--- config.mk ---
export PLATFORM = sky130hd
export DESIGN_NAME = pc_branch_unit
export DESIGN_NICKNAME = d
export VERILOG_FILES = /design/src/rtl/pc_branch_unit.sv
export SDC_FILE = /design/constraint.sdc
export NUM_CORES = 1
export LEC_CHECK = 0
export CORE_MARGIN = 5
export CORE_UTILIZATION = 43
export CTS_CLUSTER_DIAMETER = 200
export CTS_CLUSTER_SIZE = 25
export DETAILED_ROUTE_END_ITERATION = 12
export GPL_TIMING_DRIVEN = 0
export PLACE_DENSITY = 0.85
export SETUP_SLACK_MARGIN = 0.3
export SLEW_MARGIN = 20
export SYNTH_ARGS = -nofsm -noshare
export SYNTH_HDL_FRONTEND = slang
export SYNTH_SLANG_ARGS = --single-unit
--- constraint.sdc ---
create_clock -name clk -period 2.04 [get_ports clk]
set_input_delay 0.408 -clock clk [delete_from_list [all_inputs] [get_ports clk]]
set_output_delay 0.408 -clock clk [all_outputs]
set_load 0.02 [all_outputs]
--- src/rtl/pc_branch_unit.sv ---
// pc_branch_unit: fetch PC register with branch/jump redirect, one-cycle flush and saturating taken-branch count
module pc_branch_unit #(
  parameter int ADDR_W = 16,
  parameter logic [ADDR_W-1:0] RESET_PC = '0,
  parameter logic [ADDR_W-1:0] PC_STEP = ADDR_W'(1),
  parameter int CNT_W = 16
) (
  input  logic              clk,
  input  logic              reset,
  input  logic              stall,
  input  logic              branchValid,
  input  logic              branchIdea,
  input  logic [ADDR_W-1:0] branchPc,
  input  logic [ADDR_W-1:0] branchOffset,
  input  logic              jumpValid,
  input  logic [ADDR_W-1:0] jumpTarget,
  input  logic              halt,
  output logic [ADDR_W-1:0] pc,
  output logic              fetchValid,
  output logic              flush,
  output logic [CNT_W-1:0]  takenCount
);
  typedef enum logic [1:0] {START, RUN, FLUSH, HALTED} state_t;
  state_t state, state_n;
  logic [ADDR_W-1:0] pc_n;
  logic fv_n, fl_n;
  logic [CNT_W-1:0] cnt_n;
  logic taken;
  assign taken = branchValid & branchIdea;
  always_comb begin
    state_n = state;
    pc_n = pc;
    fv_n = fetchValid;
    fl_n = 1'b0;
    cnt_n = takenCount;
    case (state)
      START: begin
        state_n = RUN;
        fv_n = 1'b1;
      end
      RUN:
        if (halt) begin
          state_n = HALTED;
          fv_n = 1'b0;
          fl_n = 1'b1;
        end else if (jumpValid || taken) begin
          // jump outranks a taken branch; only the branch bumps the counter
          state_n = FLUSH;
          pc_n = jumpValid ? jumpTarget : branchPc + branchOffset;
          fv_n = 1'b0;
          fl_n = 1'b1;
          cnt_n = (jumpValid || &takenCount) ? takenCount : takenCount + 1'b1;
        end else if (!stall) begin
          pc_n = pc + PC_STEP;
          fv_n = 1'b1;
        end
      FLUSH: begin
        state_n = stall ? FLUSH : RUN;
        fv_n = !stall;
      end
      default: fv_n = 1'b0;
    endcase
  end
  always_ff @(posedge clk or posedge reset)
    if (reset) begin
      state <= START;
      pc <= RESET_PC;
      fetchValid <= 1'b0;
      flush <= 1'b0;
      takenCount <= '0;
    end else begin
      state <= state_n;
      pc <= pc_n;
      fetchValid <= fv_n;
      flush <= fl_n;
      takenCount <= cnt_n;
    end
endmodule

* Yosys cells after proc, flatten, opt, wreduce, memory -nomap -nowiden *
Index checks and enable logic that the tools add are counted.

operators by class
  add/sub/neg operators = 3
  equality and inequality tests = 5
  mux-type cells = 14
  bitwise gates (word level) = 3
  reductions and logical operators = 9

operators by type and width
  operator                                                                  count
  16-bit two-way mux                                                        3
  16-bit by 1-bit adder with 16-bit output (second input constant)          2
  16-bit adder                                                              1
  16-bit AND reduction                                                      1
  1-bit two-way mux                                                         6
  2-bit two-way mux                                                         3
  2-bit case mux with 3 select lines                                        1
  4-bit inequality test (second input constant)                             1
  4-bit AND reduction                                                       1
  3-bit inequality test (second input constant)                             1
  1-bit case mux with 3 select lines                                        1
  3-bit AND reduction                                                       1
  3-bit nonzero test                                                        1
  2-bit by 1-bit == test with 1-bit output (second input constant)          1
  2-bit == test (second input constant)                                     1
  2-bit zero test                                                           1
  1-bit logical OR                                                          2
  2-bit by 1-bit inequality test with 1-bit output (second input constant)  1
  1-bit NOT                                                                 2
  2-bit AND reduction                                                       1
  1-bit bitwise AND                                                         1
  1-bit zero test                                                           1

word-level totals
  register bits = 36
  word-level logic and storage cells = 39

* Longest topological paths before layout *
  word-level depth = 5
  mapped depth = 9

* Least setup slack after synthesis *
Ideal clock, no wire load.

  kind = in2reg
  start point = in branchPc[0]
  end point = reg pc[14]
  setup time = 87 ps
  data arrival time = 2290 ps
  required time = 1953 ps
  path slack = -337 ps
  stages = 8
  cell sequence = ha_1 fa_1 a211oi_1 o21bai_1 o2111ai_1 a21boi_0 mux2_2 o211ai_1

on the way
  cells in the longest elaborated chain, start to end = 3

RTL lines
  what                    RTL line  RTL
  start: declaration      13        input logic [ADDR_W-1:0] branchPc,
  16-bit adder            49        pc_n = jumpValid ? jumpTarget : branchPc + branchOffset;
  16-bit two-way mux      49
  16-bit two-way mux      46        end else if (jumpValid || taken) begin
  end signal: assignment  73        pc <= pc_n;
  end: declaration        18        output logic [ADDR_W-1:0] pc,

No other way between the ends.
A chain may end at the register's enable or synchronous reset.

* Final worst setup path *
  start point = in branchOffset[0]
  end point = reg pc[14]

on the way
  cells in the longest elaborated chain, start to end = 3

RTL lines
  what                RTL line  RTL
  start: declaration  14        input logic [ADDR_W-1:0] branchOffset,
  16-bit adder        49
  16-bit two-way mux  49
  16-bit two-way mux  46

No other way between the ends.

==> run metrics <==
Tot GR Track Use=23.2%; largest net degree at the start of global routing=37; DP Wirelength=6.41 mm; crit-path cells=buf_6 > ha_4 > fa_2 > a211oi_4 > o21bai_2 > o2111ai_2 > a21boi_2 > mux2_4 > o211ai_1; final hold violations=0; Worst EP required=2.25 ns; Yosys warning count=0; final wirelength=10.8 mm; final antenna-violating net count=0; vias in the first global route=3271; Least-Margin Pin Slew=0.773 ns; fin crit period=2.00 ns; VDD IR max=574 µV; Core Area=6420 µm²; final count of pins violating max slew=0; initial antenna violation count=0; floorplan row count=29; Post-synth EDFFs=0; Overflow after GRT=0; crit share post-route=98.2%; flop2flop setup slack=0.08 ns; power share of the sequential group=30.8%; number of synthesized register bits=36; Max-slew headroom=48.4%; ys async rst share=100%; Setup crit start kind=input pin; Synth Cell Area=2880 µm²; Port-buffer cells=88; Clock Sinks=36; Reg2Reg Capture Point=takenCount[15]$_DFFE_PP0P_; RSZ-0062 raised after global routing=yes; synthesis-to-finish area growth=66.6%; GP Congestion=0.901; status=finished clean; initial drt markers=229; Clock Pin Slew Worst Setup and Hold Paths=0.07 ns; Power Density=834 nW/µm²; H-tree levels=2; Num CTS Buffers=5; switch share=43.5%; fin worst setup slack=0.0360 ns; Max Clock Skew=0.0123 ns; internal power=2.26 mW; Setup crit end kind=flop; TritonRoute pass-1 iters=7; endpoints failing setup=0; I/O pin count=89; hold depth=2; top-area cell type share of the netlist area=31.3%; DRC=0; Area contributors post-synth=dfrtp_1 (31%), ha_1 (9.6%), o21ai_0 (5.2%); Root Buffer=clkbuf_8; Clock power frac=13.7%; drt wl/cell=19.5 µm; worst min-delay path class=flop to flop; Slowest-stage cell, CP=fa_2; Die H=91.9 µm; Crit Reg-Reg Startpoint=state[1]$_DFFE_PP0P_; Crit Path Class=input pin to flop; Vias/cell=6.07; TritonCTS clock tree=done; max_cap viols=0; highest clock rate=0.499 GHz; worst skew pair latency=0.30 ns; hold path endpoint=fetchValid$_DFFE_PP0P_; initial core utilization=44.9%; die width=91.9 µm; cts hold-fix bufs=0; top-count cell post-synth=nand2_1; die area=8440 µm²; post-route setup TNS=0 ns; worst stage delay on the critical path=0.37 ns; Post-Syn Area per Cell=8.53 µm²; synthesized instance count=338; Syn Nets=416; antenna cells=0; arrival time at the worst endpoint=2.22 ns; hold_sp=fetchValid$_DFFE_PP0P_; top post-synthesis cells by count=nand2_1 (37), dfrtp_1 (36), o21ai_0 (30), a21oi_1 (26), nor2_1 (24); via count=3356; static leakage=2.16 nW; number of distinct library cells after synthesis=53; worst-case clock buffer depth=2; first-pass GRT wire length=16.1 mm; P_sw=1.74 mW; logic gate share of total power=55.5%; part of the Yosys area used for sequential elements=31.3%; dpl ws=-0.702 ns; Crit Path Max Fanout=3; Worst Reg-to-Reg Cells=8; Synth area leader=dfrtp_1; Nets=553; layout cells sized above 1=32.1%; ys flop type=dfrtp_1
## worst max path at each step
stage | from | endpoint | slack, ns | depth (start not counted)
after global routing | branchOffset[0] | pc[14]$_DFFE_PP0P_ | -0.01 | 9
after floorplan | branchPc[0] | pc[14]$_DFFE_PP0P_ | -0.04 | 8
after global placement | branchPc[0] | pc[14]$_DFFE_PP0P_ | -0.68 | 9
after detailed placement | branchPc[0] | pc[14]$_DFFE_PP0P_ | -0.70 | 9
after CTS | branchOffset[0] | pc[14]$_DFFE_PP0P_ | 0.02 | 9
final | branchOffset[0] | pc[14]$_DFFE_PP0P_ | 0.04 | 9
## placed cells by master (no fill, tap or decap), types with 4 or more instances in the layout
master / n
dlygate4sd2_1: 42
buf_4: 38
nand2_1: 34
clkdlybuf4s50_1: 30
dfrtp_1: 28
nor2_1: 19
a21oi_1: 18
o21ai_0: 18
xnor2_1: 17
ha_4: 14
xor2_1: 11
nand3_1: 10
a21o_1: 8
buf_6: 8
nand4_1: 8
dfrtp_2: 8
o21ai_1: 7
dlymetal6s2s_1: 7
clkbuf_2: 6
inv_1: 6
o211ai_1: 6
ha_1: 6
clkbuf_8: 6
a21oi_4: 5
a21oi_2: 5
nor2_4: 4
o21ai_2: 4
and3_1: 4
## layer usage
layer  up-vias  part of all wire, %  global-route usage [%]
met5         -                    0                       0
met4         0                  3.4                    8.66
met3        32                  7.1                    4.83
met2       178                   50                    41.2
met1      1620                   40                    27.7
li1       1526                    -                       -
## logic make-up (layout without fill, tap and decap cells)
logic type | Yosys count | count (layout) | synth area share (%)
XOR/XNOR | 29 | 29 | 8.81
multiplexers | 6 | 6 | 2.21
AND/OR/NAND/NOR | 119 | 119 | 20.9
flip-flops | 36 | 36 | 31.3
AO/OA/AOI/OAI | 108 | 108 | 24.4
adder cells (fa/ha/maj) | 23 | 23 | 10.2
buffers and inverters | 17 | 155 | 2.21
## power groups by stage
stage / Combinational, mW / Sequential [mW] / Clock, mW
after floorplan: 0.835 / 1.40 / 0
after global placement: 1.72 / 1.21 / 0
after detailed placement: 1.76 / 1.23 / 0
after CTS: 1.92 / 1.20 / 0.549
after global routing: 2.38 / 1.25 / 0.581
final: 2.22 / 1.23 / 0.548
## per-stage QoR
step	power, mW	std cells	util (%)	hold slack [ns]	cell area [µm²]
after floorplan	2.23	338	-	0.539	2970
after global placement	2.93	503	61.5	0.478	3950
after detailed placement	2.99	503	61.5	0.495	3950
after CTS	3.67	534	69.6	0.517	4470
after global routing	4.22	553	74.7	0.531	4800
final	4.00	553	74.7	0.510	4800
## repair_timing
item,4_1_cts,5_1_grt
setup buffers,23,19
pin swaps,31,23
setup endpoints to repair,58,37
cloned,0,0
gates resized for setup,137,59
## worst max-delay path: cells and delay by family
family	cells	cell delay, ns
compound gates	5	0.87
buf+inv	1	0.10
mux	1	0.31
fa+ha+maj	2	0.52
## cell type report
| type | count | area, µm² |
|---|---|---|
| Tap cell | 77 | 96.3 |
| Multi-Input combinational cell | 285 | 2430 |
| Clock buffer | 7 | 86.3 |
| Fill cell | 427 | 1620 |
| Inverter | 8 | 30.0 |
| Timing Repair Buffer | 130 | 1160 |
| Buffer | 9 | 72.6 |
| Clock inverter | 1 | 7.51 |
| Sequential cell | 36 | 911 |
## flip-flops by register name (all words and copies together) (netlist names)
name,count
pc,16
takenCount,16
fetchValid,1
flush,1
state,2
No activity file was read; power rests on OpenSTA's default activity.
